## src/rtl/icache_control_if.sv

```systemverilog
// Fetch-side, datapath-control and physical-memory signals of the icache controller.
// The controller takes the slave view; the environment (fetch stage, datapath, pmem) takes the master view.
interface icache_control_if #(
  parameter int CNT_WIDTH = 32
);
  // fetch stage
  logic                 mem_read;
  logic [31:0]          mem_address;
  logic                 mem_resp;
  // datapath control
  logic [31:0]          dp_address;
  logic                 hit;
  logic                 way_sel_method;
  logic                 load_line_data;
  logic                 load_valid;
  logic                 valid_in;
  logic                 load_LRU;
  logic                 rdata_sel;
  logic                 load_dirty;
  logic                 dirty_in;
  logic                 load_wdata_reg;
  logic                 line_datain_sel;
  logic                 address_sel;
  // physical memory
  logic                 pmem_read;
  logic                 pmem_resp;
  // status and counters
  logic                 busy;
  logic                 clr_counters;
  logic [CNT_WIDTH-1:0] hit_count;
  logic [CNT_WIDTH-1:0] miss_count;

  modport slave (
    input  mem_read, mem_address, hit, pmem_resp, clr_counters,
    output mem_resp, dp_address, way_sel_method, load_line_data, load_valid, valid_in,
           load_LRU, rdata_sel, load_dirty, dirty_in, load_wdata_reg, line_datain_sel,
           address_sel, pmem_read, busy, hit_count, miss_count
  );

  modport master (
    output mem_read, mem_address, hit, pmem_resp, clr_counters,
    input  mem_resp, dp_address, way_sel_method, load_line_data, load_valid, valid_in,
           load_LRU, rdata_sel, load_dirty, dirty_in, load_wdata_reg, line_datain_sel,
           address_sel, pmem_read, busy, hit_count, miss_count
  );
endinterface

```

## src/rtl/icache_control.sv

```systemverilog
// Sequencer for the 2-way read-only instruction cache: same-cycle hits, latched-address
// line fill with critical-word forwarding, and saturating hit/miss counters.
module icache_control #(
  parameter int CNT_WIDTH = 32
) (
  input  logic              clk,
  input  logic              rst_n,
  icache_control_if.slave   bus
);

  typedef enum logic {IDLE = 1'b0, FETCH = 1'b1} state_e;

  state_e               state_q, state_d;
  logic [31:0]          miss_addr_q, miss_addr_d;
  logic [CNT_WIDTH-1:0] hit_cnt_q, hit_cnt_d;
  logic [CNT_WIDTH-1:0] miss_cnt_q, miss_cnt_d;

  logic req_hit, req_miss, fill_done, line_match;

  assign req_hit    = (state_q == IDLE) && bus.mem_read &&  bus.hit;
  assign req_miss   = (state_q == IDLE) && bus.mem_read && !bus.hit;
  assign fill_done  = (state_q == FETCH) && bus.pmem_resp;
  assign line_match = (bus.mem_address[31:5] == miss_addr_q[31:5]);

  // state register
  always_ff @(posedge clk or negedge rst_n) begin
    if (!rst_n) begin
      state_q     <= IDLE;
      miss_addr_q <= '0;
      hit_cnt_q   <= '0;
      miss_cnt_q  <= '0;
    end else begin
      state_q     <= state_d;
      miss_addr_q <= miss_addr_d;
      hit_cnt_q   <= hit_cnt_d;
      miss_cnt_q  <= miss_cnt_d;
    end
  end

  // next state; the miss line is frozen so a fetch redirect cannot retarget the fill
  always_comb begin
    state_d     = state_q;
    miss_addr_d = miss_addr_q;
    unique case (state_q)
      IDLE: begin
        if (req_miss) begin
          state_d     = FETCH;
          miss_addr_d = {bus.mem_address[31:5], 5'b0};
        end
      end
      FETCH: begin
        if (bus.pmem_resp) state_d = IDLE;
      end
      default: state_d = IDLE;
    endcase
  end

  // saturating counters, clear wins over a same-cycle increment
  always_comb begin
    hit_cnt_d  = hit_cnt_q;
    miss_cnt_d = miss_cnt_q;
    if (bus.clr_counters) begin
      hit_cnt_d  = '0;
      miss_cnt_d = '0;
    end else begin
      if (req_hit  && !(&hit_cnt_q))  hit_cnt_d  = hit_cnt_q  + CNT_WIDTH'(1);
      if (req_miss && !(&miss_cnt_q)) miss_cnt_d = miss_cnt_q + CNT_WIDTH'(1);
    end
  end

  // outputs; held quiet while reset is asserted
  always_comb begin
    bus.dp_address     = bus.mem_address;
    bus.way_sel_method = 1'b0;
    bus.mem_resp       = 1'b0;
    bus.load_line_data = 1'b0;
    bus.load_valid     = 1'b0;
    bus.valid_in       = 1'b0;
    bus.load_LRU       = 1'b0;
    bus.rdata_sel      = 1'b0;
    bus.pmem_read      = 1'b0;
    bus.busy           = 1'b0;
    if (rst_n) begin
      unique case (state_q)
        IDLE: begin
          if (req_hit) begin
            bus.mem_resp = 1'b1;
            bus.load_LRU = 1'b1;
          end
        end
        FETCH: begin
          bus.dp_address     = {miss_addr_q[31:5], bus.mem_address[4:0]};
          bus.way_sel_method = 1'b1;
          bus.pmem_read      = 1'b1;
          bus.busy           = 1'b1;
          if (fill_done) begin
            bus.load_line_data = 1'b1;
            bus.load_valid     = 1'b1;
            bus.valid_in       = 1'b1;
            bus.load_LRU       = 1'b1;
            bus.rdata_sel      = 1'b1;
            // forward the critical word only if the fetch still wants this line
            bus.mem_resp       = bus.mem_read && line_match;
          end
        end
        default: ;
      endcase
    end
  end

  // read-only cache: write-path controls never move
  assign bus.load_dirty      = 1'b0;
  assign bus.dirty_in        = 1'b0;
  assign bus.load_wdata_reg  = 1'b0;
  assign bus.line_datain_sel = 1'b0;
  assign bus.address_sel     = 1'b0;

  assign bus.hit_count  = hit_cnt_q;
  assign bus.miss_count = miss_cnt_q;

endmodule

```

## src/flat_wrapper.sv

```systemverilog
// flat-port wrapper written by rule: the top's interface ports become plain ports
module icache_control_flat 
#(
  parameter int CNT_WIDTH = 32
)
  (clk, rst_n, bus_mem_read, bus_mem_address, bus_hit, bus_pmem_resp, bus_clr_counters, bus_mem_resp, bus_dp_address, bus_way_sel_method, bus_load_line_data, bus_load_valid, bus_valid_in, bus_load_LRU, bus_rdata_sel, bus_load_dirty, bus_dirty_in, bus_load_wdata_reg, bus_line_datain_sel, bus_address_sel, bus_pmem_read, bus_busy, bus_hit_count, bus_miss_count);
  icache_control_if #(.CNT_WIDTH(CNT_WIDTH)) bus_i ();
  input  logic clk;
  input  logic rst_n;
  input wire logic [$bits(bus_i.mem_read)-1:0] bus_mem_read;
  input wire logic [$bits(bus_i.mem_address)-1:0] bus_mem_address;
  input wire logic [$bits(bus_i.hit)-1:0] bus_hit;
  input wire logic [$bits(bus_i.pmem_resp)-1:0] bus_pmem_resp;
  input wire logic [$bits(bus_i.clr_counters)-1:0] bus_clr_counters;
  output wire logic [$bits(bus_i.mem_resp)-1:0] bus_mem_resp;
  output wire logic [$bits(bus_i.dp_address)-1:0] bus_dp_address;
  output wire logic [$bits(bus_i.way_sel_method)-1:0] bus_way_sel_method;
  output wire logic [$bits(bus_i.load_line_data)-1:0] bus_load_line_data;
  output wire logic [$bits(bus_i.load_valid)-1:0] bus_load_valid;
  output wire logic [$bits(bus_i.valid_in)-1:0] bus_valid_in;
  output wire logic [$bits(bus_i.load_LRU)-1:0] bus_load_LRU;
  output wire logic [$bits(bus_i.rdata_sel)-1:0] bus_rdata_sel;
  output wire logic [$bits(bus_i.load_dirty)-1:0] bus_load_dirty;
  output wire logic [$bits(bus_i.dirty_in)-1:0] bus_dirty_in;
  output wire logic [$bits(bus_i.load_wdata_reg)-1:0] bus_load_wdata_reg;
  output wire logic [$bits(bus_i.line_datain_sel)-1:0] bus_line_datain_sel;
  output wire logic [$bits(bus_i.address_sel)-1:0] bus_address_sel;
  output wire logic [$bits(bus_i.pmem_read)-1:0] bus_pmem_read;
  output wire logic [$bits(bus_i.busy)-1:0] bus_busy;
  output wire logic [$bits(bus_i.hit_count)-1:0] bus_hit_count;
  output wire logic [$bits(bus_i.miss_count)-1:0] bus_miss_count;
  assign bus_i.mem_read = bus_mem_read;
  assign bus_i.mem_address = bus_mem_address;
  assign bus_i.hit = bus_hit;
  assign bus_i.pmem_resp = bus_pmem_resp;
  assign bus_i.clr_counters = bus_clr_counters;
  assign bus_mem_resp = bus_i.mem_resp;
  assign bus_dp_address = bus_i.dp_address;
  assign bus_way_sel_method = bus_i.way_sel_method;
  assign bus_load_line_data = bus_i.load_line_data;
  assign bus_load_valid = bus_i.load_valid;
  assign bus_valid_in = bus_i.valid_in;
  assign bus_load_LRU = bus_i.load_LRU;
  assign bus_rdata_sel = bus_i.rdata_sel;
  assign bus_load_dirty = bus_i.load_dirty;
  assign bus_dirty_in = bus_i.dirty_in;
  assign bus_load_wdata_reg = bus_i.load_wdata_reg;
  assign bus_line_datain_sel = bus_i.line_datain_sel;
  assign bus_address_sel = bus_i.address_sel;
  assign bus_pmem_read = bus_i.pmem_read;
  assign bus_busy = bus_i.busy;
  assign bus_hit_count = bus_i.hit_count;
  assign bus_miss_count = bus_i.miss_count;
  icache_control #(.CNT_WIDTH(CNT_WIDTH)) u_core (.clk(clk), .rst_n(rst_n), .bus(bus_i));
endmodule
```

## config.mk

```make
export PLATFORM = sky130hd
export DESIGN_NAME = icache_control_flat
export DESIGN_NICKNAME = d
export VERILOG_FILES = /design/src/rtl/icache_control_if.sv /design/src/rtl/icache_control.sv /design/src/flat_wrapper.sv
export SDC_FILE = /design/constraint.sdc
export NUM_CORES = 1
export LEC_CHECK = 0
export CORE_MARGIN = 8
export CORE_UTILIZATION = 52
export CTS_CLUSTER_DIAMETER = 30
export DETAILED_ROUTE_END_ITERATION = 10
export PLACE_DENSITY_LB_ADDON = 0.1
export SETUP_SLACK_MARGIN = 0.5
export SLEW_MARGIN = 20
export SYNTH_ARGS = -nofsm -noshare
export SYNTH_HDL_FRONTEND = slang
export SYNTH_SLANG_ARGS = --single-unit
export TNS_END_PERCENT = 50
```

## constraint.sdc

```tcl
create_clock -name clk -period 3.8 [get_ports clk]
set_clock_uncertainty 0.2 [all_clocks]
set_input_delay 0.57 -clock clk [delete_from_list [all_inputs] [get_ports clk]]
set_output_delay 0.57 -clock clk [all_outputs]
set_load 0.02 [all_outputs]
```

## Word level (Yosys, flattened, before mapping)

Index checks and enable logic that the tools add are counted.

- Input bits: 38
- Register bits: 92
- Output and inout port bits: 110
- Word-level logic and storage cells: 43

- Reduce and logical (&&, ||, !) cells: 15
- Bitwise operators: 1
- Eq/ne operators: 1
- Mux-type cells: 20
- Add/sub/neg operators: 2

Operators by type and width:

| kind | count |
|---|---|
| $mux 32 | 6 |
| $add 32x1->32 const B | 2 |
| $reduce_and 32->1 | 2 |
| $eq 27x27->1 | 1 |
| $mux 1 | 11 |
| $logic_and 1x1->1 | 7 |
| $pmux 1 s2 | 3 |
| $reduce_bool 2->1 | 2 |
| $logic_not 1->1 | 3 |
| $reduce_and 2->1 | 1 |
| $not 1->1 | 1 |

## Depth between registers and ports, before layout

- Depth in word-level cells: 6
- Gate-level depth with buffers: 8
- Gate-level depth less buffers: 6

## Least setup slack after synthesis

Ideal clock, no wire load.

- Path kind: in2out
- From: input bus_mem_address[11]
- To: output bus_mem_resp
- Path buffers: 0
- Data arrival time: 1.720 ns
- Path slack: 1.310 ns
- Stages on the path: 5
- Cell sequence: xor2_1 nor4_1 and3_1 nand4_1 a21boi_0

- Cells in the longest elaborated chain, start to end: 5

Ends and longest elaborated chain:

| what | line | text |
|---|---|---|
| start, declared | flat_wrapper.sv:11 | `input wire logic [$bits(bus_i.mem_address)-1:0] bus_mem_address;` |
| $eq 27x27->1 | icache_control.sv:23 | `assign line_match = (bus.mem_address[31:5] == miss_addr_q[31:5]);` |
| $logic_and 1x1->1 | icache_control.sv:103 | `bus.mem_resp = bus.mem_read && line_match;` |
| $mux 1 | icache_control.sv:96 | `if (fill_done) begin` |
| $pmux 1 s2 | icache_control.sv:84 | `unique case (state_q)` |
| $mux 1 | icache_control.sv:83 | `if (rst_n) begin` |
| end, declared | flat_wrapper.sv:15 | `output wire logic [$bits(bus_i.mem_resp)-1:0] bus_mem_resp;` |

Every way passes these cells.

## Worst setup path after layout

- From: input bus_mem_address[23]
- To: output bus_mem_resp

The elaborated chain is that of the path after synthesis.

==> results.toml <==
[run_status]
outcome = "finished, final reports clean"

[logic_synthesis]
synth_ff_type = "dfrtp_1"
synth_top_area_frac = 0.423
yosys_warnings = 0
synth_edf_count = 0
synth.avg_cell_area_um2 = 9.05
async_reset_ff_frac = 1.00
syn-cell-area_mm2 = 0.00545
ys_seq_area_frac = 0.423
synth_area_leaders = "dfrtp_1 (42%), mux2_2 (7.6%), nand2_1 (7.2%), xor2_1 (3.7%), nand4_1 (3.4%)"
synth_cell_types = 49
synth-seq-cells = 92
synthCells = 602
synth_top_cell_by_area = "dfrtp_1"

[finish]
antenna_cells = 0
utilization = 0.683
final_common_cell = "clkdlybuf4s50_1"
syn_to_final_growth_pct = 28.3
fillers = 861
fin_cells = 860
stdcell_area_mm2 = 0.00699
drive_gt1_frac = 0.108
final_cell_mix = "clkdlybuf4s50_1 (129), nand2_1 (105), dfrtp_1 (92), mux2_2 (37), nor2_1 (36)"
nets = 759

[pwr]
p_sw_frac = 0.294
p_leak_nw = 2.81
power-per-cell-area_mw_per_mm2 = 298
comb_power_share = 0.198
ir_worst_vdd_uv = 175
p_seq_frac = 0.526
switchingPower_uw = 611
clkPwrFrac = 0.276
cell_internal_pwr_mw = 1.47
finalPower_mw = 2.08

[setup_path]
cpLargestDelayFamily = "buffers and inverters"
arrival_ns = 2.40
worstPathRequired_ns = 3.03
crit_path_max_fanout = 3
worstSetupStartpointType = "input pin"
path_buf_inv = 2
max_stage_delay_ns = 0.47
critPathSlowestCell = "clkdlybuf4s50_1"
path_common_cell = "nand4_1"
endpoint_kind = "primary output"
cp_cell_sequence = "clkdlybuf4s50_1 > xnor2_1 > nand4_1 > nor3_1 > nand4_1 > a21boi_0 > dlygate4sd2_1"
critPathKind = "in -> out"

[global_routing]
grt_max_degree = 75
grt_pass1_wl_um = 24500
grt_pass1_vias = 4971
antenna_found_initial = 0
grt_overflow = 0
grt_usage = 0.207

[clocking]
postCtsHoldBufs = 0
insertion_delay_ns = 0.36
cts_tree = "built"
cts_made_buffers = 9
cts_buffer_depth = 2
cts_htree_levels = 3
clkTransAtPathRegs_ns = 0.09
cts-root-buf = "clkbuf_8"
numClockSinks = 92

[routing]
routed_wl_um = 14600
wire_per_inst_um = 17.0
dr.pass1.iters = 5
met1_length_um = 6190
antenna_left = 0
wl_met3_um = 1360
drt-initial-drc-count = 334
highest_layer = "met4"
vias = 4960
drc = 0
wl_met2_um = 6880
avgViaCountPerCell = 5.77

[die]
dieArea_mm2 = 0.0140
core_area_mm2 = 0.0102
rows = 37
die_x_um = 118
io_pins = 148
start_util = 0.533
die_h_um = 118

[sta]
fin_ws_ns = 0.633
slew_headroom = 0.318
whs_ns = 0.0201
fmax_mhz = 316
worst_pin_slew_ns = 1.02
setup_viol = 0
min_period_ns = 3.17
finalCritPeriodShare = 0.833
finalMaxSlewViolations = 0
final.setup.tns_ns = 0
hold_viol = 0
rsz0062_at_grt = "false"

[placed_design]
dp.cells = 842
dpl_worst_slack_ns = 0.336
port_buffers = 132
dpl-instance-area_mm2 = 0.00681
dp_hpwl_um = 10700
gp_congestion = 0.897

[min_path]
hold_path.class = "in -> async"

[job]
drv_cap = 0
[power groups by stage]
stage	Sequential, mW	Clock [mW]	Combinational [mW]
after detailed placement	1.11	0	0.414
after global routing	1.11	0.629	0.450
after floorplan	1.10	0	0.245
after global placement	1.11	0	0.404
final	1.09	0.574	0.411
after CTS	1.09	0.597	0.414
[logic make-up (layout without fill, tap and decap cells)]
kind of cell | count (synthesis) | after routing | share of synthesized area
compound gates | 85 | 85 | 0.0930
xor+xnor | 44 | 44 | 0.0707
fa+ha+maj | 2 | 2 | 0.00459
buf+inv | 49 | 167 | 0.0468
flops | 92 | 92 | 0.423
mux | 37 | 37 | 0.0765
other cells | 1 | 5 | 0.000688
simple gates | 292 | 292 | 0.285
[registers in the layout, indices dropped and copies added (netlist names)]
signal                 count
u_core.bus.hit_count      32
u_core.state_q             1
u_core.miss_addr_q        27
u_core.bus.miss_count     32
[timing repair]
item / in CTS / in global routing
pin swaps: 0 / 1
hold endpoints to repair: 0 / 0
gates cloned: 0 / 0
setup endpoints to repair: 1 / 1
resized for setup: 1 / 0
setup buffers: 0 / 2
[worst paths after layout]
path	slack, ns	from	cells past startpoint	endpoint
max	0.63	bus_mem_address[23]	7	bus_mem_resp
min	0.02	rst_n	2	u_core.miss_addr_q[5]$_DFFE_PN0P_
max reg2reg	1.09	u_core.bus.miss_count[18]$_DFFE_PN0P_	5	u_core.bus.miss_count[9]$_DFFE_PN0P_
min reg2reg	0.33	u_core.miss_addr_q[31]$_DFFE_PN0P_	2	u_core.miss_addr_q[31]$_DFFE_PN0P_
max in group asynchronous	2.15	rst_n	3	u_core.miss_addr_q[16]$_DFFE_PN0P_
min in group clk	0.33	u_core.miss_addr_q[31]$_DFFE_PN0P_	2	u_core.miss_addr_q[31]$_DFFE_PN0P_
[metal layers]
metal / track usage / vias to the layer above
met4: 0.0665 / 0
met5: 0 / -
met3: 0.0733 / 14
li1: - / 2376
met2: 0.332 / 165
met1: 0.256 / 2405
[synthesized netlist by cell type, drive strengths merged (19+ instances only)]
library cell / count
nor4: 19
mux2: 37
nand2: 105
a21oi: 33
xnor2: 21
nand4: 31
or3: 24
nand3: 20
dfrtp: 92
nor2: 36
o21ai: 23
xor2: 23
clkbuf: 19
buf: 22
[final cells by class]
type                       count  area (um2)  share of cell area
multi-input combinational    465        2920               0.417
timing repair buffer         143        1410               0.201
inverter                       8        30.0             0.00430
clock buffer                  12         135              0.0193
clock inverter                 4        26.3             0.00376
tap                          136         170              0.0243
sequential                    92        2300               0.329
Power figures use the tool's default switching activity.
